### src/rtl/i2s_tx.sv
// I2S transmitter: pulls words from a first-word-fall-through buffer and
// serialises them MSB first, left slot then right, with the standard one-bit delay.
module i2s_tx #(
    parameter int DATA_WIDTH = 16,
    parameter int CLK_DIV    = 4
) (
    input  logic                  clk_i,
    input  logic                  rst_ni,
    input  logic                  en_i,
    input  logic                  empty_i,
    input  logic [DATA_WIDTH-1:0] rdata_i,
    output logic                  rd_o,
    output logic                  bclk_o,
    output logic                  lrclk_o,
    output logic                  sdata_o,
    output logic                  underrun_o
);

    localparam int SLOTS = 2 * DATA_WIDTH;
    localparam int SW    = $clog2(SLOTS);
    localparam int DW    = (CLK_DIV > 2) ? $clog2(CLK_DIV) : 1;

    localparam logic [DW-1:0] DIV_LAST   = DW'(CLK_DIV - 1);
    localparam logic [SW-1:0] SLOT_LAST  = SW'(SLOTS - 1);
    localparam logic [SW-1:0] SLOT_RIGHT = SW'(DATA_WIDTH);

    logic [DW-1:0]         div_q,   div_d;
    logic                  bclk_q,  bclk_d;
    logic                  lrclk_q, lrclk_d;
    logic                  sdata_q, sdata_d;
    logic [SW-1:0]         slot_q,  slot_d;
    logic [DATA_WIDTH-1:0] shift_q, shift_d;

    logic          half_tick;
    logic          fall;
    logic          load;
    logic [SW-1:0] slot_inc;

    always_comb begin
        half_tick = en_i && (div_q == DIV_LAST);
        fall      = half_tick && bclk_q;
        slot_inc  = (slot_q == SLOT_LAST) ? '0 : slot_q + 1'b1;
        load      = fall && ((slot_inc == '0) || (slot_inc == SLOT_RIGHT));
    end

    // The pop strobe and underrun flag mark the cycle that closes on a load edge.
    assign rd_o       = load && !empty_i;
    assign underrun_o = load && empty_i;

    always_comb begin
        div_d   = div_q;
        bclk_d  = bclk_q;
        lrclk_d = lrclk_q;
        sdata_d = sdata_q;
        slot_d  = slot_q;
        shift_d = shift_q;
        if (!en_i) begin
            div_d   = '0;
            bclk_d  = 1'b0;
            lrclk_d = 1'b0;
            sdata_d = 1'b0;
            slot_d  = SLOT_LAST;
            shift_d = '0;
        end else begin
            div_d = half_tick ? '0 : div_q + 1'b1;
            if (half_tick) begin
                bclk_d = ~bclk_q;
            end
            if (fall) begin
                slot_d = slot_inc;
                // Equals the counter MSB for power-of-two widths, and stays correct otherwise.
                lrclk_d = (slot_inc >= SLOT_RIGHT);
                sdata_d = shift_q[DATA_WIDTH-1];
                if (load) begin
                    shift_d = empty_i ? '0 : rdata_i;
                end else begin
                    shift_d = {shift_q[DATA_WIDTH-2:0], 1'b0};
                end
            end
        end
    end

    always_ff @(posedge clk_i or negedge rst_ni) begin
        if (!rst_ni) begin
            div_q   <= '0;
            bclk_q  <= 1'b0;
            lrclk_q <= 1'b0;
            sdata_q <= 1'b0;
            slot_q  <= SLOT_LAST;
            shift_q <= '0;
        end else begin
            div_q   <= div_d;
            bclk_q  <= bclk_d;
            lrclk_q <= lrclk_d;
            sdata_q <= sdata_d;
            slot_q  <= slot_d;
            shift_q <= shift_d;
        end
    end

    assign bclk_o  = bclk_q;
    assign lrclk_o = lrclk_q;
    assign sdata_o = sdata_q;

endmodule

### config.mk
export PLATFORM = sky130hd
export DESIGN_NAME = i2s_tx
export DESIGN_NICKNAME = d
export VERILOG_FILES = /design/src/rtl/i2s_tx.sv
export SDC_FILE = /design/constraint.sdc
export NUM_CORES = 1
export LEC_CHECK = 0
export ABC_CLOCK_PERIOD_IN_PS = 3200
export CAP_MARGIN = 15
export CORE_MARGIN = 2
export CORE_UTILIZATION = 55
export DETAILED_ROUTE_END_ITERATION = 8
export HOLD_SLACK_MARGIN = 0.08
export PLACE_DENSITY = 0.9
export SYNTH_ARGS = -nofsm -noshare
export SYNTH_HDL_FRONTEND = slang
export SYNTH_SLANG_ARGS = --single-unit
### constraint.sdc
create_clock -name clk_i -period 3.2 [get_ports clk_i]
set_input_delay 0.32 -clock clk_i [delete_from_list [all_inputs] [get_ports clk_i]]
set_output_delay 0.32 -clock clk_i [all_outputs]
set_load 0.02 [all_outputs]
# Yosys cells after proc, flatten, opt, wreduce, memory -nomap -nowiden
# Cells that the tools add are included.
[totals]
register_bits = 26
[classes]
add_sub_neg = 2
order_cmp = 1
eq_ne = 5
mux = 15
bitwise = 1
reduce_logical = 8
[op_table]
columns = ["cell", "n"]
rows = [
  ["$mux 16", 4],
  ["$mux 5", 3],
  ["$eq 5x5->1 const B", 2],
  ["$mux 1", 6],
  ["$add 5x1->5 const B", 1],
  ["$ge 5x5->1 const B", 1],
  ["$logic_and 1x1->1", 5],
  ["$logic_not 5->1", 1],
  ["$mux 2", 2],
  ["$ne 2x1->1 const B", 2],
  ["$add 2x1->2 const B", 1],
  ["$eq 2x2->1 const B", 1],
  ["$logic_not 1->1", 1],
  ["$logic_or 1x1->1", 1],
  ["$not 1->1", 1],
]

# Longest topological paths before layout
# Gate-level depths: netlist (run 1).
[depth]
word_depth = 8
mapped_depth = 9
ltp_nobuf = 7

# Worst setup path after synthesis (run 1)
# Ideal clock, no wire load.
[synth_timing]
path_kind = "register to register"
from = "register slot_q[0]"
to = "register shift_q[12]"
setup_time_ns = 0.126
arrival_time_ns = 2.070
path_slack_ns = 1.004
path_stages_with_launch = 10
path_buffers = 2
cell_sequence = "dfstp_2 ha_1 and3_2 ha_1 inv_1 o311ai_4 and3_1 buf_6 buf_12 a221o_1"
[synth_via]
elab_chain_cells = 8
[synth_rtl]
columns = ["item", "line", "rtl"]
rows = [
  ["from (decl)", "31", "logic [SW-1:0] slot_q, slot_d;"],
  ["from (signal assigned)", "96", "slot_q <= slot_d;"],
  ["$add 5x1->5 or $eq 5x5->1 (tied branches)", "42", "slot_inc = (slot_q == SLOT_LAST) ? '0 : slot_q + 1'b1;"],
  ["$mux 5 (*)", "42", ""],
  ["$eq 5x5->1 or $logic_not 5->1 (tied branches)", "43", "load = fall && ((slot_inc == '0) || (slot_inc == SLOT_RIGHT));"],
  ["$logic_or 1x1->1 (*)", "43", ""],
  ["$logic_and 1x1->1 (*)", "43", ""],
  ["$mux 16 (*)", "74", "if (load) begin"],
  ["$mux 16 (*)", "69", "if (fall) begin"],
  ["$mux 16 (*)", "57", "if (!en_i) begin"],
  ["to (signal assigned)", "97", "shift_q <= shift_d;"],
  ["to (decl)", "32", "logic [DATA_WIDTH-1:0] shift_q, shift_d;"],
]
# Every way passes the cells marked *; elsewhere a longest branch is shown, timed or not. The select of a mux whose other input is x is not followed.
# A chain may end at the register's enable or synchronous reset.

# Worst setup path after layout (run 1)
[layout_timing]
from = "register slot_q[0]"
to = "output underrun_o"
[layout_via]
elab_chain_cells = 6
[layout_rtl]
columns = ["item", "line", "rtl"]
rows = [
  ["$add 5x1->5 or $eq 5x5->1 (tied branches)", "42", ""],
  ["$mux 5 (*)", "42", ""],
  ["$eq 5x5->1 or $logic_not 5->1 (tied branches)", "43", ""],
  ["$logic_or 1x1->1 (*)", "43", ""],
  ["$logic_and 1x1->1 (*)", "43", ""],
  ["$logic_and 1x1->1 (*)", "48", "assign underrun_o = load && empty_i;"],
  ["to (decl)", "16", "output logic underrun_o"],
]
# Every way passes the cells marked *; elsewhere a longest branch is shown, timed or not.

==> results of run 1 <==
==> registers in the layout (all words and copies together), names as in the netlist <==
name	flops
shift_q	16
bclk_o	1
sdata_o	1
slot_q	5
div_q	2
lrclk_o	1
==> Yosys cell counts, drive strengths merged (2+ instances only) <==
master and n:
clkbuf 6, dfrtp 21, ha 4, a21boi 3, nand3 9, o21ai 2, nor2 3, a221o 9
a211o 6, nand2 12, and2 20, dfstp 5, buf 3, a21oi 9, and3 8
==> kinds of logic after synthesis <==
family / count (synthesis)
buffers and inverters: 10
flip-flops: 26
AO/OA/AOI/OAI: 34
XOR/XNOR: 1
AND/OR/NAND/NOR: 58
adder cells (fa/ha/maj): 4
==> power groups by stage <==
stage | combinational [mW] | clock, mW | sequential (mW)
2_1_floorplan | 0.0146 | 0 | 0.342
3_5_place_dp | 0.0528 | 0 | 0.342
6_report | 0.0521 | 0.226 | 0.336
5_1_grt | 0.0574 | 0.245 | 0.337
3_3_place_gp | 0.0513 | 0 | 0.341
4_1_cts | 0.0530 | 0.231 | 0.336
==> worst reg2reg max path: stages, from the launching register on <==
cell      delay (ns)
dfstp_2         0.43
ha_1            0.25
and3_2          0.23
ha_1            0.23
inv_1           0.12
o311ai_4        0.16
and3_1          0.25
buf_4           0.20
a221o_2         0.39
==> worst min path at each step <==
stage | from | to | slack (ns) | depth (start not counted)
6_report | div_q[0]$_DFF_PN0_ | div_q[0]$_DFF_PN0_ | 0.47 | 1
5_1_grt | div_q[0]$_DFF_PN0_ | div_q[0]$_DFF_PN0_ | 0.50 | 1
4_1_cts | div_q[0]$_DFF_PN0_ | div_q[0]$_DFF_PN0_ | 0.47 | 1
3_5_place_dp | div_q[0]$_DFF_PN0_ | div_q[0]$_DFF_PN0_ | 0.45 | 1
3_3_place_gp | div_q[0]$_DFF_PN0_ | div_q[0]$_DFF_PN0_ | 0.43 | 1
2_1_floorplan | rst_ni | bclk_o$_DFFE_PN0P_ | 0.02 | 0
==> stage by stage <==
| step | std cells | hold slack, ns | setup slack, ns | utilization, % |
|---|---|---|---|---|
| 6_report | 186 | 0.471 | 0.205 | 69.6 |
| 5_1_grt | 186 | 0.498 | 0.00308 | 69.6 |
| 4_1_cts | 186 | 0.470 | 0.149 | 69.5 |
| 3_5_place_dp | 182 | 0.450 | 0.534 | 67.3 |
| 3_3_place_gp | 182 | 0.425 | 0.658 | 67.3 |
| 2_1_floorplan | 133 | 0.0244 | 1.00 | - |
==> per-layer routing <==
metal / wire length, um / share of wire [%] / up-vias
li1: - / - / 527
met5: 0 / 0 / -
met3: 131 / 4.5 / 6
met4: 33 / 1.1 / 0
met2: 1450 / 49 / 24
met1: 1320 / 45 / 544
==> area by class of cell <==
cell class | instances | area share (%)
multi-input cells | 97 | 39.5
clock inverters | 1 | 1.77
well taps | 30 | 2.22
repair buffers | 28 | 16.1
inverters | 1 | 0.222
flip-flops and latches | 26 | 38.8
clock buffers | 3 | 1.33
==> summary.md, run 1 <==
| Metric | Value |
|---|---|
| Status | `completed` |
| Post-CTS Setup Bufs | `0` |
| TritonCTS sink count | `26` |
| Setup crit start | `slot_q[0]$_DFFE_PN1P_` |
| Design Area, Final | `1690 um^2` |
| Sw frac | `~20%` |
| Final ANT Viol Nets | `0` |
| Ys flop type | `dfrtp_1` |
| Most frequent cells in the layout | `23 x clkdlybuf4s50_1, 21 x dfrtp_1, 20 x and2_1, 12 x nand2_1, 9 x nand3_1` |
| RSZ-0062 raised after global routing | `no` |
| CTS Buffer Depth | `2` |
| Layout cells sized above 1 | `14.7%` |
| Largest net degree at the start of global routing | `34` |
| Fraction of synthesized area in multiplexers | `0%` |
| Met1 GRT Util | `27.1%` |
| Vias in the first global route | `1137` |
| Diode count | `0` |
| Critical Path AT | `~2.7 ns` |
| Worst Clk Skew | `around 0.0077 ns` |
| FMAX | `334 MHz` |
| Post-synth EDFFs | `0` |
| Syn Area/Cell | `around 10 um^2` |
| CTS H-Tree Depth | `1` |
| P&R area growth vs syn | `22.0%` |
| Fillers | `189` |
| Critical Path Fanout Max | `9` |
| Delay-heaviest family, CP | `buffers and inverters` |
| CTS Root Cell | `clkbuf_4` |
| Vias/cell | `5.92` |
| HP Class | `flop to flop` |
| Row cnt | `18` |
| Die Span X | `roughly 54 um` |
| Critical path's most frequent cell | `ha_1` |
| GR Util met3 | `5.46%` |
| First-pass GRT wire length | `4.82 mm` |
| GRT Resource Usage Total | `23.0%` |
| Distinct cells, synth | `34` |
| Largest family of logic cells by synthesized area | `simple AND/OR/NAND/NOR gates` |
| Initial antenna violation count | `0` |
| Port bufs | `24` |
| DIE HEIGHT | `54.2 um` |
| Final slew viol count | `0` |
| Worst-path clk slew | `0.14 ns` |
| Internal power | `0.489 mW` |
| Yosys top cell area share | `37.9%` |
| Setup Crit Path Kind | `flop to output pin` |
| Final total negative setup slack | `0 ns` |
| Largest stage delay, worst path | `0.62 ns` |
| Slowest stage cell, crit path | `dfstp_2` |
| Placed Area | `1640 um^2` |
| Yosys reg bits | `26` |
| CP bufs+invs | `2` |
| Post-synthesis sequential area ratio | `47.3%` |
| Num CTS Buffers | `3` |
| Pwr/cell area | `363 nW/um^2` |
| Tmin final | `about 3 ns` |
| CP required | `2.88 ns` |
| Compound-Gate Fraction of Synth Area | `21.0%` |
| Adder-cell share of the synthesized area | `3.61%` |
| Slew headroom | `36.1%` |
| Clock Latency Late Sink | `0.32 ns` |
| Peak VDD IR | `0.311 mV` |
| GR Layer Usage met2 | `~41%` |
| GRT busiest layer | `met2` |
| Simple-gate portion of the synthesized area | `roughly 23%` |
| Footprint of the multi-input gates | `669 um^2` |
| FF-to-FF setup slack | `0.84 ns` |
| Sequential power share | `between 50 and 60%` |
| Final setup fails | `0` |
| TritonCTS clock tree | `yes` |
| Hold Buf Count CTS | `0` |
| Synthesized net count | `157` |
| Total routed wirelength | `2.93 mm` |
| Final hold vios | `0` |
| Startpoint Class | `flop` |
| Ranking of synthesized cells by area | `dfrtp_1 38%, dfstp_2 9.5%, and2_1 9.0%` |
| Switching pwr | `0.125 mW` |
| Comb power frac | `8.5%` |
| Fin crit share | `between 90 and 100%` |
| Cell breakdown of the critical path | `ha_1, and3_2, ha_1, inv_1, o311ai_4, nand2_1, nor2_1, clkdlybuf4s50_1` |
| Total grt overflow | `0` |
| Core area | `2430 um^2` |
| XOR/XNOR share of the synthesized area | `0.631%` |
| Storage cell area | `657 um^2` |
| Gpl congestion | `0.751` |
| Mapped Cells | `133` |
| DRC | `0` |
| Mapped cell area | `approximately 1400 um^2` |
| HPWL Detailed | `2.05 mm` |
| Post_cts resized | `0` |
| Worst path depth | `8` |
| Synth area leader | `dfrtp_1` |
| Vias | `about 1100` |
| Total power | `between 0.6 and 0.7 mW` |
| Ys async rst share | `100%` |
| R2R depth | `8` |
| Worst slew pin tran | `0.955 ns` |
| Wire per inst | `~16 um` |
| Yosys warning total | `0` |
| Initial drt markers | `25` |
| Initial Util | `about 57%` |
| Layout Nets | `181` |
| # IOs | `25` |
| # Max-Cap Violations | `0` |
| Clock power frac | `36.8%` |
| CP Capture Type | `output pin` |
| Number of iterations in the first detailed-routing pass | `4` |
| Die ar. | `2940 um^2` |
| Critical register-to-register path startpoint | `slot_q[0]$_DFFE_PN1P_` |
| Pleak | `approximately 0.84 nW` |
| Commonest non-fill, non-tap cell in the layout | `clkdlybuf4s50_1` |
| Worst r2r dst | `shift_q[6]$_DFFE_PN0P_` |
| CP Capture Point | `underrun_o` |
(Power assumes the default switching activity.)
==> inputs of run 2 (changes only) <==
CAP_MARGIN = 20   (was 15)
CORE_MARGIN = default   (was 2)
==> summary.md, run 2 (synthesis results as in run 1) <==
| Metric | Value |
|---|---|
| HP Class | `primary input to asynchronous set/reset pin (was flop to flop)` |
| Worst Clk Skew | `0.00132 ns (was 0.00766 ns)` |
| Most frequent cells in the layout | `24 x clkdlybuf4s50_1, 21 x dfrtp_1, 20 x and2_1, 12 x nand2_1, 9 x nand3_1 (was 23 x clkdlybuf4s50_1, 21 x dfrtp_1, 20 x and2_1, 12 x nand2_1, 9 x nand3_1)` |
| Worst slew pin tran | `0.564 ns (was 0.955 ns)` |
| Number of iterations in the first detailed-routing pass | `4 (unchanged)` |
| Cell breakdown of the critical path | `ha_1, and3_2, ha_1, inv_1, o311ai_4, and3_1, clkdlybuf4s50_1 (was ha_1, and3_2, ha_1, inv_1, o311ai_4, nand2_1, nor2_1, clkdlybuf4s50_1)` |
| First-pass GRT wire length | `5.13 mm (was 4.82 mm)` |
| Largest stage delay, worst path | `0.62 ns (about the same)` |
| Setup Crit Path Kind | `flop to output pin (unchanged)` |
| Worst-path clk slew | `0.14 ns (about the same)` |
| Critical Path Fanout Max | `9 (unchanged)` |
| Total power | `0.617 mW (was 0.615 mW)` |
| Critical path's most frequent cell | `ha_1 (unchanged)` |
| Fillers | `168 (was 189)` |
| Diode count | `0 (unchanged)` |
| Final hold vios | `0 (unchanged)` |
| FMAX | `326 MHz (was 334 MHz)` |
| Tmin final | `3.06 ns (was 3.00 ns)` |
| DRC | `0 (unchanged)` |
| Peak VDD IR | `0.315 mV (was 0.311 mV)` |
| Wire per inst | `16.1 um (was 15.8 um)` |
| Status | `completed (unchanged)` |
| Die ar. | `2730 um^2 (was 2940 um^2)` |
| TritonCTS sink count | `26 (unchanged)` |
| GRT Resource Usage Total | `25.7% (was 23.0%)` |
| R2R depth | `8 (unchanged)` |
| Clock Latency Late Sink | `0.32 ns (about the same)` |
| Startpoint Class | `flop (unchanged)` |
| CP bufs+invs | `2 (unchanged)` |
| RSZ-0062 raised after global routing | `no (unchanged)` |
| Core area | `2300 um^2 (was 2430 um^2)` |
| Final total negative setup slack | `0 ns (unchanged)` |
| Pwr/cell area | `360 nW/um^2 (was 363 nW/um^2)` |
| Post_cts resized | `0 (unchanged)` |
| Max reg flops | `16 (unchanged)` |
| Top reg by flops | `shift_q (unchanged)` |
| Layout Nets | `182 (was 181)` |
| Layout cells sized above 1 | `15.3% (was 14.7%)` |
| Final ANT Viol Nets | `0 (unchanged)` |
| # Max-Cap Violations | `0 (unchanged)` |
| Total grt overflow | `0 (unchanged)` |
| CP Capture Type | `output pin (unchanged)` |
| # IOs | `25 (unchanged)` |
| Largest net degree at the start of global routing | `34 (unchanged)` |
| Die Span X | `52.2 um (was 54.2 um)` |
| Initial antenna violation count | `0 (unchanged)` |
| Row cnt | `17 (was 18)` |
| Gpl congestion | `0.808 (was 0.751)` |
| CTS Root Cell | `clkbuf_4 (unchanged)` |
| Vias/cell | `6.12 (was 5.92)` |
| Vias | `1132 (was 1101)` |
| Initial drt markers | `32 (was 25)` |
| Final slew viol count | `0 (unchanged)` |
| Critical register-to-register path startpoint | `slot_q[0]$_DFFE_PN1P_ (unchanged)` |
| Port bufs | `24 (unchanged)` |
| TritonCTS clock tree | `yes (unchanged)` |
| Pleak | `0.839 nW (was 0.845 nW)` |
| Num CTS Buffers | `3 (unchanged)` |
| Initial Util | `60.4% (was 57.0%)` |
| Final setup fails | `0 (unchanged)` |
| Slew headroom | `62.3% (was 36.1%)` |
| Hold Buf Count CTS | `0 (unchanged)` |
| FF-to-FF setup slack | `0.83 ns (was 0.84 ns)` |
| HPWL Detailed | `1.94 mm (was 2.05 mm)` |
| Slowest stage cell, crit path | `dfstp_2 (unchanged)` |
| Min Hold Slack | `0.337 ns (was 0.471 ns)` |
| CTS H-Tree Depth | `1 (unchanged)` |
| P&R area growth vs syn | `23.6% (was 22.0%)` |
| Total routed wirelength | `2.98 mm (was 2.93 mm)` |
| CP required | `2.88 ns (about the same)` |
| Post-CTS Setup Bufs | `0 (unchanged)` |
| Worst r2r dst | `shift_q[11]$_DFFE_PN0P_ (was shift_q[6]$_DFFE_PN0P_)` |
| Fin crit share | `95.7% (was 93.6%)` |
| Biggest regs | `shift_q (16), slot_q (5), div_q (2) (unchanged)` |
| Vias in the first global route | `1137 (unchanged)` |
| Critical Path AT | `2.74 ns (was 2.68 ns)` |
| CTS Buffer Depth | `2 (unchanged)` |
| Commonest non-fill, non-tap cell in the layout | `clkdlybuf4s50_1 (unchanged)` |
| Delay-heaviest family, CP | `buffers and inverters (unchanged)` |
| DIE HEIGHT | `52.2 um (was 54.2 um)` |
run 2: through the flow:
step | utilization [%] | worst slack, ns | std cells | area (um^2)
final | 74.7 | 0.137 | 185 | 1720
after global routing | 74.7 | 0.0189 | 185 | 1720
after CTS | 73.5 | 0.154 | 184 | 1690
after detailed placement | 71.2 | 0.550 | 180 | 1640
after global placement | 71.2 | 0.658 | 180 | 1640
after floorplan | - | 1.00 | 133 | 1390
run 2: final cells by class:
cell class,instances,area [um^2],share of cell area (%)
repair buffers,29,298,17.4
flip-flops and latches,26,657,38.3
inverters,1,3.75,0.219
multi-input cells,97,669,39.0
clock inverters,1,30.0,1.75
well taps,28,35.0,2.04
clock buffers,3,22.5,1.31
run 2: how the worst max path moves through the flow:
stage                                from                 endpoint  slack, ns  cells past startpoint
finish              slot_q[0]$_DFFE_PN1P_                     rd_o       0.14                      7
global route        slot_q[0]$_DFFE_PN1P_                     rd_o       0.02                      7
CTS                 slot_q[0]$_DFFE_PN1P_               underrun_o       0.15                      8
detailed placement  slot_q[0]$_DFFE_PN1P_                     rd_o       0.55                      7
global placement    slot_q[0]$_DFFE_PN1P_                     rd_o       0.66                      7
floorplan           slot_q[0]$_DFFE_PN1P_  shift_q[12]$_DFFE_PN0P_       1.00                      9
run 2: report_power, final:
part / switching [mW] / leakage, nW / internal [mW]
Clock: 0.0982 / 0.0279 / 0.127
Sequential: 0.00252 / 0.344 / 0.333
Combinational: 0.0240 / 0.467 / 0.0326
Total: 0.125 / 0.839 / 0.492
run 2: routing by layer:
layer | wire [um] | part of all wire [%] | track usage [%]
met1 | 1290 | 43 | 33.5
met2 | 1510 | 51 | 43.6
met3 | 123 | 4.1 | 3.77
met4 | 57 | 1.9 | 8.77
met5 | 0 | 0 | 0
